==> src/rtl/multicycle_cu.sv <==
// Multicycle control FSM for the 16-bit RISC-V-style core, with a memory wait handshake, an optional wait timeout and illegal-instruction detection.
// Define CU_PERF_COUNTERS_EN to build the retired-instruction and stall-cycle counters.
module multicycle_cu #(
    parameter int unsigned INSTR_W  = 16,
    parameter int unsigned MAX_WAIT = 0,
    parameter int unsigned CNT_W    = 32
) (
    input  logic               clk,
    input  logic               rst_n,
    input  logic [INSTR_W-1:0] instruction,
    input  logic               zero_flag,
    input  logic               mem_ready,
    output logic               pc_write,
    output logic               adr_src,
    output logic               mem_wr,
    output logic               ir_wr,
    output logic               reg_wr,
    output logic [1:0]         result_src,
    output logic [2:0]         alu_control,
    output logic [1:0]         alu_src_a,
    output logic [1:0]         alu_src_b,
    output logic [1:0]         imm_src,
    output logic [3:0]         state_o,
    output logic               illegal_instr,
    output logic               bus_error,
    output logic [CNT_W-1:0]   instr_retired,
    output logic [CNT_W-1:0]   stall_cycles
);

    typedef enum logic [3:0] {
        FETCH     = 4'd0,
        DECODE    = 4'd1,
        MEM_ADR   = 4'd2,
        MEM_READ  = 4'd3,
        MEM_WB    = 4'd4,
        MEM_WRITE = 4'd5,
        EXECUTE_R = 4'd6,
        ALU_WB    = 4'd7,
        EXECUTE_I = 4'd8,
        BRANCH    = 4'd9
    } state_t;

    localparam int unsigned WAIT_W = (MAX_WAIT > 1) ? $clog2(MAX_WAIT) : 1;

    state_t              state, state_next;
    logic [1:0]          op;
    logic [2:0]          funct3;
    logic                is_load, is_store, is_rtype, is_itype, is_beqz, is_bnez;
    logic                mem_wait, timeout;
    logic [WAIT_W-1:0]   wait_cnt;
    logic                unused_instr_bits;

    assign op                = instruction[1:0];
    assign funct3            = instruction[INSTR_W-1 -: 3];
    assign unused_instr_bits = ^instruction[INSTR_W-4:2];
    assign state_o           = state;

    assign is_load  = (op == 2'b00) && (funct3 == 3'b000);
    assign is_store = (op == 2'b00) && (funct3 == 3'b001);
    assign is_rtype = (op == 2'b01);
    assign is_itype = (op == 2'b10);
    assign is_beqz  = (op == 2'b11) && (funct3 == 3'b000);
    assign is_bnez  = (op == 2'b11) && (funct3 == 3'b001);

    assign mem_wait = ((state == FETCH) || (state == MEM_READ) || (state == MEM_WRITE)) && !mem_ready;
    // wait_cnt holds the wait cycles already spent, so this fires on the MAX_WAIT-th one
    assign timeout  = (MAX_WAIT != 0) && mem_wait && (wait_cnt == WAIT_W'(MAX_WAIT - 1));

    always_ff @(posedge clk or negedge rst_n) begin
        if (!rst_n) begin
            state    <= FETCH;
            wait_cnt <= '0;
        end else begin
            state    <= state_next;
            wait_cnt <= ((MAX_WAIT != 0) && mem_wait && !timeout) ? wait_cnt + WAIT_W'(1) : '0;
        end
    end

    always_comb begin
        state_next    = state;
        pc_write      = 1'b0;
        adr_src       = 1'b0;
        mem_wr        = 1'b0;
        ir_wr         = 1'b0;
        reg_wr        = 1'b0;
        result_src    = 2'b00;
        alu_control   = 3'b000;
        alu_src_a     = 2'b00;
        alu_src_b     = 2'b00;
        imm_src       = 2'b00;
        illegal_instr = 1'b0;
        bus_error     = 1'b0;
        case (state)
            FETCH: begin
                alu_src_b  = 2'b10;
                result_src = 2'b10;
                ir_wr      = mem_ready;
                pc_write   = mem_ready;
                if (mem_ready) state_next = DECODE;
            end
            DECODE: begin
                alu_src_a = 2'b01;
                alu_src_b = 2'b01;
                if (op == 2'b11)   imm_src = 2'b10;
                else if (is_store) imm_src = 2'b01;
                if (is_load || is_store)      state_next = MEM_ADR;
                else if (is_rtype)            state_next = EXECUTE_R;
                else if (is_itype)            state_next = EXECUTE_I;
                else if (is_beqz || is_bnez)  state_next = BRANCH;
                else begin
                    illegal_instr = 1'b1;
                    state_next    = FETCH;
                end
            end
            MEM_ADR: begin
                alu_src_a  = 2'b10;
                alu_src_b  = 2'b01;
                imm_src    = is_store ? 2'b01 : 2'b00;
                state_next = is_store ? MEM_WRITE : MEM_READ;
            end
            MEM_READ: begin
                adr_src = 1'b1;
                if (mem_ready) state_next = MEM_WB;
            end
            MEM_WB: begin
                result_src = 2'b01;
                reg_wr     = 1'b1;
                state_next = FETCH;
            end
            MEM_WRITE: begin
                adr_src = 1'b1;
                mem_wr  = 1'b1;
                if (mem_ready) state_next = FETCH;
            end
            EXECUTE_R: begin
                alu_src_a   = 2'b10;
                alu_control = funct3;
                state_next  = ALU_WB;
            end
            EXECUTE_I: begin
                alu_src_a   = 2'b10;
                alu_src_b   = 2'b01;
                alu_control = funct3;
                state_next  = ALU_WB;
            end
            ALU_WB: begin
                reg_wr     = 1'b1;
                state_next = FETCH;
            end
            BRANCH: begin
                alu_src_a   = 2'b10;
                alu_src_b   = 2'b11;
                alu_control = 3'b001;
                pc_write    = (is_beqz && zero_flag) || (is_bnez && !zero_flag);
                state_next  = FETCH;
            end
            default: state_next = FETCH;
        endcase
        if (timeout) begin
            bus_error  = 1'b1;
            state_next = FETCH;
            pc_write   = 1'b0;
            ir_wr      = 1'b0;
            reg_wr     = 1'b0;
        end
        // write strobes must be quiet for the whole reset pulse, not just after the edge
        if (!rst_n) begin
            pc_write      = 1'b0;
            ir_wr         = 1'b0;
            mem_wr        = 1'b0;
            reg_wr        = 1'b0;
            illegal_instr = 1'b0;
            bus_error     = 1'b0;
        end
    end

`ifdef CU_PERF_COUNTERS_EN
    logic             retire;
    logic [CNT_W-1:0] retired_q, stall_q;

    assign retire = (state == MEM_WB) || (state == ALU_WB) || (state == BRANCH) ||
                    ((state == MEM_WRITE) && mem_ready);

    always_ff @(posedge clk or negedge rst_n) begin
        if (!rst_n) begin
            retired_q <= '0;
            stall_q   <= '0;
        end else begin
            if (retire)   retired_q <= retired_q + CNT_W'(1);
            if (mem_wait) stall_q   <= stall_q + CNT_W'(1);
        end
    end

    assign instr_retired = retired_q;
    assign stall_cycles  = stall_q;
`else
    assign instr_retired = '0;
    assign stall_cycles  = '0;
`endif

endmodule

==> config.mk <==
export PLATFORM = sky130hd
export DESIGN_NAME = multicycle_cu
export DESIGN_NICKNAME = d
export VERILOG_FILES = /design/src/rtl/multicycle_cu.sv
export SDC_FILE = /design/constraint.sdc
export NUM_CORES = 1
export LEC_CHECK = 0
export CAP_MARGIN = 40
export CORE_AREA = 2 2 61 63
export CTS_CLUSTER_DIAMETER = 50
export CTS_CLUSTER_SIZE = 8
export DETAILED_ROUTE_END_ITERATION = 10
export DIE_AREA = 0 0 63 65
export PLACE_DENSITY = 0.89
export SLEW_MARGIN = 20
export SYNTH_ARGS = -nofsm -noshare
export SYNTH_HDL_FRONTEND = slang
export SYNTH_SLANG_ARGS = --single-unit
==> constraint.sdc <==
create_clock -name clk -period 2.1 [get_ports clk]
set_input_delay 0.525 -clock clk [delete_from_list [all_inputs] [get_ports clk]]
set_output_delay 0.525 -clock clk [all_outputs]
set_load 0.01 [all_outputs]
==> summary.md <==
| Metric | Value |
|---|---|
| Compound-Gate Fraction of Synth Area | `11.8%` |
| Post-synth EDFFs | `0` |
| Synth top area share | `between 40% and 50%` |
| R2R setup slack | `0.49 ns` |
| Antenna violations before repair | `0` |
| Outcome | `complete, no violations` |
| CTS tree | `done` |
| CP arrival | `around 1.5 ns` |
| Clk slew on worst S/H paths | `roughly 0.040 ns` |
| Vias in the first global route | `approximately 820` |
| Seq pwr share | `11.6%` |
| Commonest cells post-synth | `buf_4, nor2_1, nand2_1` |
| Mapped Area | `around 1100 um^2` |
| Largest cells by area after synthesis | `buf_4, dfrtp_1, xor2_1, nor3_1, nor2_1` |
| Largest area contributor in the netlist | `buf_4` |
| Register area share after synthesis | `a little under a tenth` |
| CTS sink count | `4` |
| First-pass GRT wire length | `3640 um` |
| Largest family of logic cells by synthesized area | `buffers and inverters` |
| Via/cell ratio | `between 3 and 4` |
| Register bit total from synthesis | `4` |
| Worst vdd ir | `around 0.45 mV` |
| ANT cells | `0` |
| Gr ovfl total | `0` |
| Clk network pwr share | `approximately 6.3%` |
| CP Launch Type | `register` |
| Site row count | `22` |
| Post-synth cell types | `34` |
| Yosys warns | `0` |
| Tot Pwr | `between 0.001 and 0.0015 W` |
| Setup Skew | `roughly 0.0084 ns` |
| Final slew viol count | `0` |
| Drt wl/cell | `9.84 um` |
| Share of post-route cells with drive strength above 1 | `between 30% and 40%` |
| Most frequent cell after synthesis | `buf_4` |
| Placeable Area | `about 3500 um^2` |
| Final hold vios | `0` |
| Pint | `between 0.0008 and 0.0009 W` |
| Comb pwr share | `between 80 and 90%` |
| R2R cell count | `5` |
| HPWL after DPL | `between 1500 and 2000 um` |
| ANT nets after route | `0` |
| Largest net degree at the start of global routing | `13` |
| Req. time, crit path | `1.57 ns` |
| Path type of the worst setup path | `register to output pin` |
| Die area | `roughly 4100 um^2` |
| Setup slack after layout | `about 0.06 ns` |
| Pre-antenna DRT Iters | `4` |
| Post-Synth Simple-Gate Area | `23.3%` |
| GPL Wtd Cong | `0.917` |
| Clock period minus worst slack | `2.04 ns` |
| Avg Inst Size Synth | `around 7.2 um^2` |
| Layout Nets | `~230` |
| Total CTS buffers | `3` |
| Prevailing post-synth register cell | `dfrtp_1` |
| Adder-cell share of the synthesized area | `0%` |
| Die W | `63 um` |
| Syn-to-layout area delta | `31.0%` |
| Mux contribution to synthesized area | `about 1.1%` |
| Fin crit share | `a little over nine tenths` |
| Fraction of registers with async set/reset | `100%` |
| Switching power | `approximately 0.00068 W` |
| Die H | `roughly 65 um` |
| Crit Path Max Fanout | `7` |
| Mapped Cells | `148` |
| IO Pins | `between 100 and 150` |
| Clock Path Buffers | `2` |
| Root Driver | `clkbuf_4` |
| Initial drt markers | `17` |
| Post-Route WL | `about 2500 um` |
| Power Dens Cells | `between 1000 and 1500 nW/um^2` |
| Final Setup Violations | `0` |
| Max reg flops | `4` |
| Fill cells | `~400` |
| Number of I/O port buffers | `29` |
| Worst reg2reg endpoint | `state_o[1]$_DFFE_PN0P_` |
| Pre-CTS WS | `-0.685 ns` |
| Max cap viols | `0` |
| H-tree levels | `1` |
| Start of the worst register-to-register path | `state_o[0]$_DFFE_PN0P_` |
| Skew-Pair Late Insertion Delay | `around 0.23 ns` |
| Initial core utilization | `between 30% and 40%` |
| FMAX | `~0.49 GHz` |
| # DRC | `0` |
| Synth Area in XOR/XNOR | `a little over 4%` |
| Switching share of power | `45.8%` |
| Lkg Pwr | `roughly 0.76 nW` |
| CP endpoint kind | `output pin` |
| GRT Total Usage | `between 10% and 20%` |
| DR vias | `1002` |
| Path type of the worst min-delay path | `input port to async pin` |
## per-stage QoR
step | cells | cell area [um^2] | utilization (%) | hold WS (ns) | TNS, ns
2_1_floorplan | 212 | 1310 | - | 0.229 | 0
3_3_place_gp | 245 | 1330 | 38.1 | 0.767 | -3.68
3_5_place_dp | 245 | 1330 | 38.1 | 0.768 | -3.85
4_1_cts | 250 | 1380 | 39.5 | 0.248 | -0.0589
5_1_grt | 251 | 1400 | 40.1 | 0.253 | -0.00645
6_report | 251 | 1400 | 40.1 | 0.265 | 0
## cell families after synthesis
kind of cell | Yosys count
xor+xnor | 5
simple gates | 44
other cells | 1
mux | 1
buf+inv | 73
flops | 4
compound gates | 20
## worst max-delay path, stage by stage (launching register included)
cell and delay (ns):
dfrtp_2 0.45, buf_4 0.18, buf_4 0.16, inv_1 0.11, nand2_1 0.08, nand2_1 0.06
dlygate4sd2_1 0.26
## timing repair
item,CTS,global route
buffers inserted,2,1
pin swaps,6,5
setup endpoints to repair,17,12
resized for setup,47,25
hold buffers,0,0
## worst max path at each step
stage                                start      endpoint  slack [ns]  cells after the start
global placement            instruction[0]    imm_src[0]       -0.64                      5
CTS                        instruction[15]    imm_src[0]       -0.06                      5
finish              state_o[3]$_DFFE_PN0P_  alu_src_a[1]        0.06                      6
global route        state_o[3]$_DFFE_PN0P_  alu_src_a[0]      -0.006                      6
floorplan           state_o[3]$_DFFE_PN0P_      pc_write        0.19                      4
detailed placement          instruction[0]    imm_src[0]       -0.68                      5
## final cells by class
class / instances / area [um^2] / area share (%)
inverter: 3 / 11.3 / 0.804
multi-input combinational: 135 / 756 / 53.9
timing repair buffer: 58 / 448 / 32.0
clock buffer: 3 / 22.5 / 1.61
tap: 48 / 60.1 / 4.29
sequential: 4 / 104 / 7.41
## power groups by stage
stage | combinational (W) | sequential (W) | clock [W]
after floorplan | 0.000699 | 0.000157 | 0
after global placement | 0.00119 | 0.000160 | 0
after detailed placement | 0.00122 | 0.000160 | 0
after CTS | 0.00118 | 0.000165 | 0.0000975
after global routing | 0.00133 | 0.000179 | 0.000106
final | 0.00123 | 0.000173 | 0.0000935
## layer usage
layer / share of wire (%) / routed length, um / global-route usage [%]
met5: 0 / 0 / 0
met4: 1.2 / 29 / 4.44
met3: 12 / 304 / 3.82
met2: 49 / 1220 / 19.9
met1: 37 / 917 / 12.0
## placed cells by master (no fill, tap or decap), types with 2 or more instances in the layout
cell	count
dfrtp_2	3
and3_1	3
dlygate4sd2_1	10
and2_1	2
clkdlybuf4s15_2	2
buf_4	29
nor2b_4	2
buf_2	3
clkbuf_2	7
o21ai_0	5
clkdlybuf4s50_1	6
nor2_2	2
nor2b_1	2
inv_1	3
nand2_1	6
xor2_1	5
nor4_1	2
a2bb2oi_1	2
clkbuf_4	3
o22ai_1	2
a21oi_1	4
nor4_4	2
nor3_2	2
conb_1	65
nor3_1	4
nor2_1	6
Note: power is estimated with default switching activity, not from simulation.
